`src/rtl/load_store_unit.sv`:
```
// Load/store unit between the datapath and a word-organised data memory.
// Handles byte/half/word access, read-modify-write for sub-word stores and access checks.
module load_store_unit #(
    parameter int DEPTH_WORDS = 512
) (
    input  logic        clock,
    input  logic        reset,
    input  logic        req_valid,
    output logic        req_ready,
    input  logic        req_write,
    input  logic [1:0]  req_size,
    input  logic        req_unsigned,
    input  logic [31:0] req_addr,
    input  logic [31:0] req_wdata,
    output logic        resp_valid,
    output logic [31:0] resp_rdata,
    output logic [1:0]  resp_error,
    output logic [31:0] mem_addr,
    output logic [31:0] mem_wdata,
    output logic        mem_read,
    output logic        mem_write,
    input  logic [31:0] mem_rdata
);

    localparam logic [1:0] ST_IDLE = 2'd0;
    localparam logic [1:0] ST_RD   = 2'd1;
    localparam logic [1:0] ST_WR   = 2'd2;
    localparam logic [1:0] ST_RESP = 2'd3;

    localparam logic [1:0] SZ_BYTE = 2'b00;
    localparam logic [1:0] SZ_HALF = 2'b01;
    localparam logic [1:0] SZ_WORD = 2'b10;
    localparam logic [1:0] SZ_ILL  = 2'b11;

    localparam logic [1:0] ERR_OK    = 2'b00;
    localparam logic [1:0] ERR_ALIGN = 2'b01;
    localparam logic [1:0] ERR_RANGE = 2'b10;
    localparam logic [1:0] ERR_SIZE  = 2'b11;

    localparam logic [29:0] DEPTH_IDX = 30'(DEPTH_WORDS);

    logic [1:0]  state_q, state_d;
    logic [31:0] addr_q, addr_d;
    logic [1:0]  size_q, size_d;
    logic        unsigned_q, unsigned_d;
    logic        write_q, write_d;
    logic [31:0] wdata_q, wdata_d;
    logic [1:0]  err_q, err_d;
    logic [31:0] hold_q, hold_d;

    logic        accept;
    logic [1:0]  acc_err;

    // Merge right-aligned store data into the held word at the addressed lane.
    function automatic logic [31:0] merge_store(input logic [31:0] held,
                                                input logic [31:0] wdata,
                                                input logic [1:0]  size,
                                                input logic [1:0]  off);
        logic [31:0] r;
        r = held;
        case (size)
            SZ_BYTE: r[{off, 3'b000} +: 8]     = wdata[7:0];
            SZ_HALF: r[{off[1], 4'b0000} +: 16] = wdata[15:0];
            default: r = wdata;
        endcase
        return r;
    endfunction

    function automatic logic [31:0] extract_load(input logic [31:0] held,
                                                 input logic [1:0]  size,
                                                 input logic [1:0]  off,
                                                 input logic        uns);
        logic [7:0]  b;
        logic [15:0] h;
        logic [31:0] r;
        b = held[{off, 3'b000} +: 8];
        h = held[{off[1], 4'b0000} +: 16];
        case (size)
            SZ_BYTE: r = uns ? {24'b0, b} : {{24{b[7]}}, b};
            SZ_HALF: r = uns ? {16'b0, h} : {{16{h[15]}}, h};
            default: r = held;
        endcase
        return r;
    endfunction

    assign req_ready = (state_q == ST_IDLE) && reset;
    assign accept    = req_valid && req_ready;

    // Checks are prioritised: size first, then alignment, then range.
    always_comb begin
        acc_err = ERR_OK;
        if (req_size == SZ_ILL) begin
            acc_err = ERR_SIZE;
        end else if ((req_size == SZ_HALF && req_addr[0]) ||
                     (req_size == SZ_WORD && req_addr[1:0] != 2'b00)) begin
            acc_err = ERR_ALIGN;
        end else if (req_addr[31:2] >= DEPTH_IDX) begin
            acc_err = ERR_RANGE;
        end
    end

    always_comb begin
        state_d    = state_q;
        addr_d     = addr_q;
        size_d     = size_q;
        unsigned_d = unsigned_q;
        write_d    = write_q;
        wdata_d    = wdata_q;
        err_d      = err_q;
        hold_d     = hold_q;
        case (state_q)
            ST_IDLE: begin
                if (accept) begin
                    addr_d     = req_addr;
                    size_d     = req_size;
                    unsigned_d = req_unsigned;
                    write_d    = req_write;
                    wdata_d    = req_wdata;
                    err_d      = acc_err;
                    if (acc_err != ERR_OK) begin
                        state_d = ST_RESP;
                    end else if (req_write && req_size == SZ_WORD) begin
                        state_d = ST_WR;
                    end else begin
                        state_d = ST_RD;
                    end
                end
            end
            ST_RD: begin
                hold_d  = mem_rdata;
                state_d = write_q ? ST_WR : ST_RESP;
            end
            ST_WR:   state_d = ST_RESP;
            default: state_d = ST_IDLE;
        endcase
    end

    always_ff @(posedge clock or negedge reset) begin
        if (!reset) begin
            state_q    <= ST_IDLE;
            addr_q     <= '0;
            size_q     <= '0;
            unsigned_q <= 1'b0;
            write_q    <= 1'b0;
            wdata_q    <= '0;
            err_q      <= ERR_OK;
            hold_q     <= '0;
        end else begin
            state_q    <= state_d;
            addr_q     <= addr_d;
            size_q     <= size_d;
            unsigned_q <= unsigned_d;
            write_q    <= write_d;
            wdata_q    <= wdata_d;
            err_q      <= err_d;
            hold_q     <= hold_d;
        end
    end

    // Memory strobes decode straight from state so reset drops them asynchronously.
    always_comb begin
        mem_read  = (state_q == ST_RD);
        mem_write = (state_q == ST_WR);
        mem_addr  = '0;
        mem_wdata = '0;
        if (state_q == ST_RD || state_q == ST_WR) begin
            mem_addr = {2'b00, addr_q[31:2]};
        end
        if (state_q == ST_WR) begin
            mem_wdata = merge_store(hold_q, wdata_q, size_q, addr_q[1:0]);
        end
    end

    always_comb begin
        resp_valid = (state_q == ST_RESP);
        resp_error = ERR_OK;
        resp_rdata = '0;
        if (state_q == ST_RESP) begin
            resp_error = err_q;
            if (!write_q && err_q == ERR_OK) begin
                resp_rdata = extract_load(hold_q, size_q, addr_q[1:0], unsigned_q);
            end
        end
    end

endmodule

```
`config.mk`:
```
export PLATFORM = sky130hd
export DESIGN_NAME = load_store_unit
export DESIGN_NICKNAME = d
export VERILOG_FILES = /design/src/rtl/load_store_unit.sv
export SDC_FILE = /design/constraint.sdc
export NUM_CORES = 1
export LEC_CHECK = 0
export CAP_MARGIN = 30
export CORE_MARGIN = 2
export CORE_UTILIZATION = 51
export DETAILED_ROUTE_END_ITERATION = 8
export GPL_TIMING_DRIVEN = 0
export PLACE_DENSITY_LB_ADDON = 0.25
export SLEW_MARGIN = 30
export SYNTH_ARGS = -nofsm -noshare
export SYNTH_HDL_FRONTEND = slang
export SYNTH_SLANG_ARGS = --single-unit
```
`constraint.sdc`:
```
create_clock -name clock -period 4.3 [get_ports clock]
set_input_delay 1.075 -clock clock [delete_from_list [all_inputs] [get_ports clock]]
set_output_delay 1.075 -clock clock [all_outputs]
set_load 0.1 [all_outputs]
```
# ---- After elaboration in Yosys (flattened, before gate mapping)
# Index checks and enable logic that the tools add are counted.
dict set report word_totals {
  register_bits 104
  input_bits 103
  output_inout_bits 102
  word_cells 59
}
dict set report op_classes {
  add_sub_neg 2
  order_cmp 1
  eq_ne 8
  shift 6
  muxes 19
  reduce_logical 15
}
# cell count
set op_table {}
lappend op_table {{32-bit two-way mux} 5}
lappend op_table {{32-bit one-hot mux with 2 select lines} 2}
lappend op_table {{32-bit bitwise mux} 2}
lappend op_table {{16-bit by 7-bit variable shift with 32-bit output (first input constant)} 1}
lappend op_table {{8-bit by 7-bit variable shift with 32-bit output (first input constant)} 1}
lappend op_table {{16-bit by 7-bit variable part select with 32-bit output} 1}
lappend op_table {{32-bit by 6-bit variable part select with 16-bit output} 1}
lappend op_table {{32-bit by 6-bit variable part select with 8-bit output} 1}
lappend op_table {{8-bit by 7-bit variable part select with 32-bit output} 1}
lappend op_table {{30-bit by 10-bit greater-or-equal comparator with 1-bit output (second input constant)} 1}
lappend op_table {{30-bit two-way mux} 1}
lappend op_table {{2-bit two-way mux} 7}
lappend op_table {{5-bit negation with 7-bit output} 2}
lappend op_table {{2-bit == test (second input constant)} 4}
lappend op_table {{2-bit by 1-bit == test with 1-bit output (second input constant)} 3}
lappend op_table {{1-bit logical AND} 6}
lappend op_table {{2-bit zero test} 3}
lappend op_table {{2-bit one-hot mux with 3 select lines} 1}
lappend op_table {{2-bit nonzero test} 2}
lappend op_table {{1-bit logical OR} 2}
lappend op_table {{2-bit inequality test (second input constant)} 1}
lappend op_table {{2-bit AND reduction} 1}
lappend op_table {{1-bit zero test} 1}
lappend op_table {{1-bit two-way mux} 1}

# ---- Logic depth before layout (Yosys ltp)
dict set report depth {
  ltp_word 9
  mapped_depth 9
}

# ---- Least setup slack after synthesis
# Ideal clock, no wire load.
dict set report synth_timing {
  path_type {register -> output}
  start {reg state_q[0]}
  end {out resp_rdata[4]}
  arrival_ns 4.420
  required_time_ns 3.225
  slack_ns -1.195
  path_stages_with_launch 6
  path_buffers 1
  path_cell_list {dfrtp_1 ha_1 nor4b_1 clkbuf_1 o21ai_0 a211oi_1}
}
dict set report synth_via {
  elab_chain_len 2
}
# item line_no
set synth_rtl {}
lappend synth_rtl {{from (decl)} 42} ;# logic [1:0] state_q, state_d;
lappend synth_rtl {{from (signal assigned)} 149} ;# state_q <= state_d;
lappend synth_rtl {{2-bit == test} --}
lappend synth_rtl {{net resp_valid} 15} ;# output logic resp_valid,
lappend synth_rtl {{32-bit two-way mux} 178} ;# if (state_q == ST_RESP) begin
lappend synth_rtl {{to (decl)} 16} ;# output logic [31:0] resp_rdata,
# The timed path passes the listed nets, and every way through them passes these cells.

# ---- Worst setup path in the final report
dict set report layout_timing {
  start {reg size_q[0]}
  end {out resp_rdata[7]}
}
dict set report layout_via {
  elab_chain_len 4
}
# item line_no
set layout_rtl {}
lappend layout_rtl {{from (decl)} 44} ;# logic [1:0] size_q, size_d;
lappend layout_rtl {{from (signal assigned)} 151} ;# size_q <= size_d;
lappend layout_rtl {{2-bit by 1-bit == test with 1-bit output or 2-bit zero test (tied branches)} 78} ;# case (size)
lappend layout_rtl {{32-bit one-hot mux with 2 select lines (*)} 78}
lappend layout_rtl {{32-bit two-way mux (*)} 180} ;# if (!write_q && err_q == ERR_OK) begin
lappend layout_rtl {{32-bit two-way mux (*)} 178}
# Mark *: on every way between the ends. The rest lies on a longest branch, timed or not.

==> results by stage <==
Worst setup path:
- The data arrival time of the critical path is 3090 ps.
- The kind of critical path is flip-flop to primary output.
- STA classifies the critical path startpoint as a flip-flop.
- Along the worst path, the maximum fanout reaches 10.
- The endpoint class of the critical path is a primary output.
- The count of cells along the worst register-to-register path is 8.
- The data required time at the worst endpoint is 3220 ps.

STA:
- Static timing analysis puts the maximum clock frequency at 240 MHz.
- The number of max-slew violations in the final report was 0.
- The largest clock skew in the final design is 6.70 ps.
- Summed over all failing endpoints, the final setup total negative slack is 0 ps.
- Setup repair after global routing left no endpoint under its margin.
- The final number of hold-violating endpoints is 0.
- At the pin with the least slew margin, the transition time is around 1000 ps.
- The worst setup slack after layout is 136 ps.
- Setup violations remaining at the end of the flow were counted as 0.
- After layout, the minimum clock period comes to 4160 ps.
- Headroom to the max-slew limit came out at 0.334.
- In the finished design, the share of the clock period the worst path needs comes to 0.968.

Synth:
- The adder-cell share of the synthesized area is 0.0177.
- By area the synthesized netlist is led by sky130_fd_sc_hd__dfrtp_1 (41%), sky130_fd_sc_hd__nand2_1 (13%), sky130_fd_sc_hd__mux2_2 (4.8%).
- After synthesis, the share of flip-flops with an asynchronous set or reset is 1.00.
- In this run, synthesis produced a sequential element count of 104.
- After synthesis, the share of cell area in mux cells is 0.0957.
- The sequential-to-total area share from yosys stat is 0.409.
- The mean instance size in the synthesized netlist is between 8 and 9 µm².
- Summing every instance area after synthesis gives 6370 µm².
- By area, the combinational part of the netlist is dominated by simple AND/OR/NAND/NOR gates.
- The post-synthesis compound-gate area fraction is 0.198.
- The synthesized design contains 0 enable-type register cells.
- The synthesized-area fraction occupied by and/or/nand/nor cells is 0.232.
- The most used standard cell by instance count after synthesis is sky130_fd_sc_hd__nand2_1.
- In this run, distinct cell masters in the synthesized netlist total 55.
- Of the total synthesized cell area, the portion taken by XOR and XNOR cells is 0.
- During synthesis, Yosys emitted a total of 0 warnings.
- In the synthesized netlist, the number of instances is 724.
- The area share of the largest cell type after synthesis is 0.409.
- The library cell occupying the most area in the post-synthesis netlist is sky130_fd_sc_hd__dfrtp_1.
- The most used flip-flop cell after synthesis is sky130_fd_sc_hd__dfrtp_1.
- In the synthesized netlist, the cells that appear most often are sky130_fd_sc_hd__nand2_1 (214), sky130_fd_sc_hd__dfrtp_1 (104), sky130_fd_sc_hd__clkbuf_1 (38), sky130_fd_sc_hd__and2_1 (33).

Drt:
- The first-iteration detailed-routing DRC count is 527.
- The number of iterations in the first detailed-routing pass is 5.
- The average wire per cell in the routed design is 20.7 µm.
- The detail route stage leaves a number of antenna-violating nets equal to 0.
- The final route contains 6656 vias.
- The final routed DRC violation total is 0.
- For this block, the routed nets add up to about 23000 µm of wire.
- Dividing the detail-routed via count by the number of cells gives 5.99.

Floorplanning:
- In this run the standard cell core region covers 12100 µm².
- During I/O placement, the number of pins put on the boundary was 205.
- The floorplan step set the die height to 116 µm.
- The initial standard-cell utilization of the core is 0.526.
- The floorplan die area is 13400 µm².
- The number of placement rows is 40.
- The die is roughly 120 µm wide.

Layout:
- The share of post-route cells with drive strength above 1 is 0.199.
- The number of antenna diodes in the final layout is 0.
- The combined flip-flop and latch cell area is 2600 µm².
- After filler insertion, the fill cell instance count of the layout stands at approximately 920.
- In the final design database the tool counted between 1000 and 1500 nets.
- The area growth from synthesis to layout is 41.7%.
- The total area of multi-input combinational cells is 3630 µm².

Run:
- Max-cap violations in this run came to 0.

Clock tree:
- At the later pin of the worst-skew pair, clock insertion delay measures 360 ps.
- The number of buffers created by CTS is 9.
- The cell sitting at the root of the clock tree is a sky130_fd_sc_hd__clkbuf_16.
- The TritonCTS clock tree is yes.
- Clock-pin slew was measured on the worst setup and hold paths at 70 ps.
- The H-tree was split into 3 levels.
- The longest clock path from root to sink contains 2 buffers.
- The clock net in this run drives a total of 104 sinks.

Global routing:
- For this run, global-route usage on met1 was measured as 0.424.
- In the global route stage, met2 resource usage came out at 0.573.
- The aggregate global routing overflow is 0.
- The number of global-route vias before repair is 6742.
- The most used routing layer is met2.
- Across every metal layer, demand over resource in global routing totals 0.348.
- Entering global routing, the biggest net connects 71 pins.
- The met3 capacity usage during global routing is 0.107.
- The number of antenna violations at the first check in global routing is 0.
- The global-route wire length before repair is 35600 µm.

Placement:
- At the end of routability-driven placement, the weighted congestion stood at 0.955.
- Summed over all nets, the half-perimeter wirelength after detailed placement is 17000 µm.
- At the placement stage, the worst setup path has a slack of -495 ps.
- During placement, the flow inserted port buffers numbering 202.

Min path:
- Counting instances, the worst hold path has a depth of 2.
- The tightest min-delay check is of the flip-flop to flip-flop type.

Status:
- The run finished with clean final reports.
[path summary, 6_finish.rpt]
check,slack (ps),startpoint,to
worst max-delay path,140,size_q[0]$_DFFE_PN0P_,resp_rdata[7]
worst min-delay path,470,addr_q[27]$_DFFE_PN0P_,addr_q[27]$_DFFE_PN0P_
worst min register to register,470,addr_q[27]$_DFFE_PN0P_,addr_q[27]$_DFFE_PN0P_
min in group asynchronous,610,reset,hold_q[24]$_DFFE_PN0P_
max in group asynchronous,3020,reset,wdata_q[29]$_DFFE_PN0P_
worst max register to register,1910,state_q[1]$_DFFE_PN0P_,size_q[0]$_DFFE_PN0P_
[timing repair]
action                                  4_1_cts  5_1_grt
resized for setup                           230       68
hold buffers                                  0        0
buffers inserted                              0        1
pin swaps                                     0        3
endpoints found under the setup margin       64       56
[cell type report]
class                   count  area share
plain buffers              55      0.0272
clock buffers              11      0.0269
flip-flops and latches    104       0.288
inverters                  17     0.00707
well taps                 168      0.0233
repair buffers            204       0.218
clock inverters             5     0.00749
multi-input cells         548       0.402
[cell families after synthesis]
family / count (synthesis)
AND/OR/NAND/NOR: 324
AO/OA/AOI/OAI: 163
flip-flops: 104
buffers and inverters: 73
multiplexers: 50
adder cells (fa/ha/maj): 9
other: 1
[routing by layer]
metal / vias up / share of wire / wire length (µm)
met4: 0 / 0.043 / 981
met5: - / 0 / 0
met1: 3221 / 0.39 / 8960
met3: 70 / 0.095 / 2200
li1: 2969 / - / -
met2: 396 / 0.47 / 10900
[per-stage QoR]
step                      utilization  hold slack [ps]  cells  area, µm²
final                           0.745              470   1112       9020
after global routing            0.745              492   1112       9020
after CTS                       0.747              473   1112       9050
after detailed placement        0.723              455   1096       8760
after global placement          0.721              451   1095       8730
after floorplan                     -              438    725       6490
[state kept, by name, indices dropped and copies added (netlist names)]
name and cells:
size_q 2, unsigned_q 1, write_q 1, wdata_q 32, hold_q 32, state_q 2, addr_q 32, err_q 2
[worst max-delay path, cell delays in order, from the launching register on]
cell and delay, ps:
sky130_fd_sc_hd__dfrtp_1 320, sky130_fd_sc_hd__clkbuf_1 280, sky130_fd_sc_hd__buf_2 320, sky130_fd_sc_hd__clkdlybuf4s15_1 730, sky130_fd_sc_hd__a21oi_1 180, sky130_fd_sc_hd__a221oi_2 290
sky130_fd_sc_hd__clkdlybuf4s15_2 590
[layout by cell type (no fill, tap or decap), types with 6 or more instances in the layout]
cell type                           n
sky130_fd_sc_hd__nand2_1          214
sky130_fd_sc_hd__clkdlybuf4s50_1  136
sky130_fd_sc_hd__dfrtp_1          104
sky130_fd_sc_hd__clkbuf_1          36
sky130_fd_sc_hd__and2_1            33
sky130_fd_sc_hd__mux2_2            27
sky130_fd_sc_hd__o21ai_0           24
sky130_fd_sc_hd__a21oi_1           24
sky130_fd_sc_hd__nor2_1            22
sky130_fd_sc_hd__clkdlybuf4s15_2   22
sky130_fd_sc_hd__a22oi_1           18
sky130_fd_sc_hd__mux2i_1           17
sky130_fd_sc_hd__inv_1             16
sky130_fd_sc_hd__buf_2             16
sky130_fd_sc_hd__a21o_2            16
sky130_fd_sc_hd__a221o_1           16
sky130_fd_sc_hd__nor2b_2           16
sky130_fd_sc_hd__buf_4             14
sky130_fd_sc_hd__clkbuf_2          12
sky130_fd_sc_hd__nor2b_1           11
sky130_fd_sc_hd__buf_6             10
sky130_fd_sc_hd__clkbuf_16          9
sky130_fd_sc_hd__a22o_1             8
sky130_fd_sc_hd__a221oi_1           8
sky130_fd_sc_hd__o221ai_1           8
sky130_fd_sc_hd__ha_1               8
sky130_fd_sc_hd__o221a_2            7
sky130_fd_sc_hd__a222oi_1           7
sky130_fd_sc_hd__buf_1              6
sky130_fd_sc_hd__o22ai_1            6
sky130_fd_sc_hd__mux4_2             6
Power is left out: the tool's default activity adds up to more than one toggle a clock period on the data nets, which glitch-free logic cannot reach.
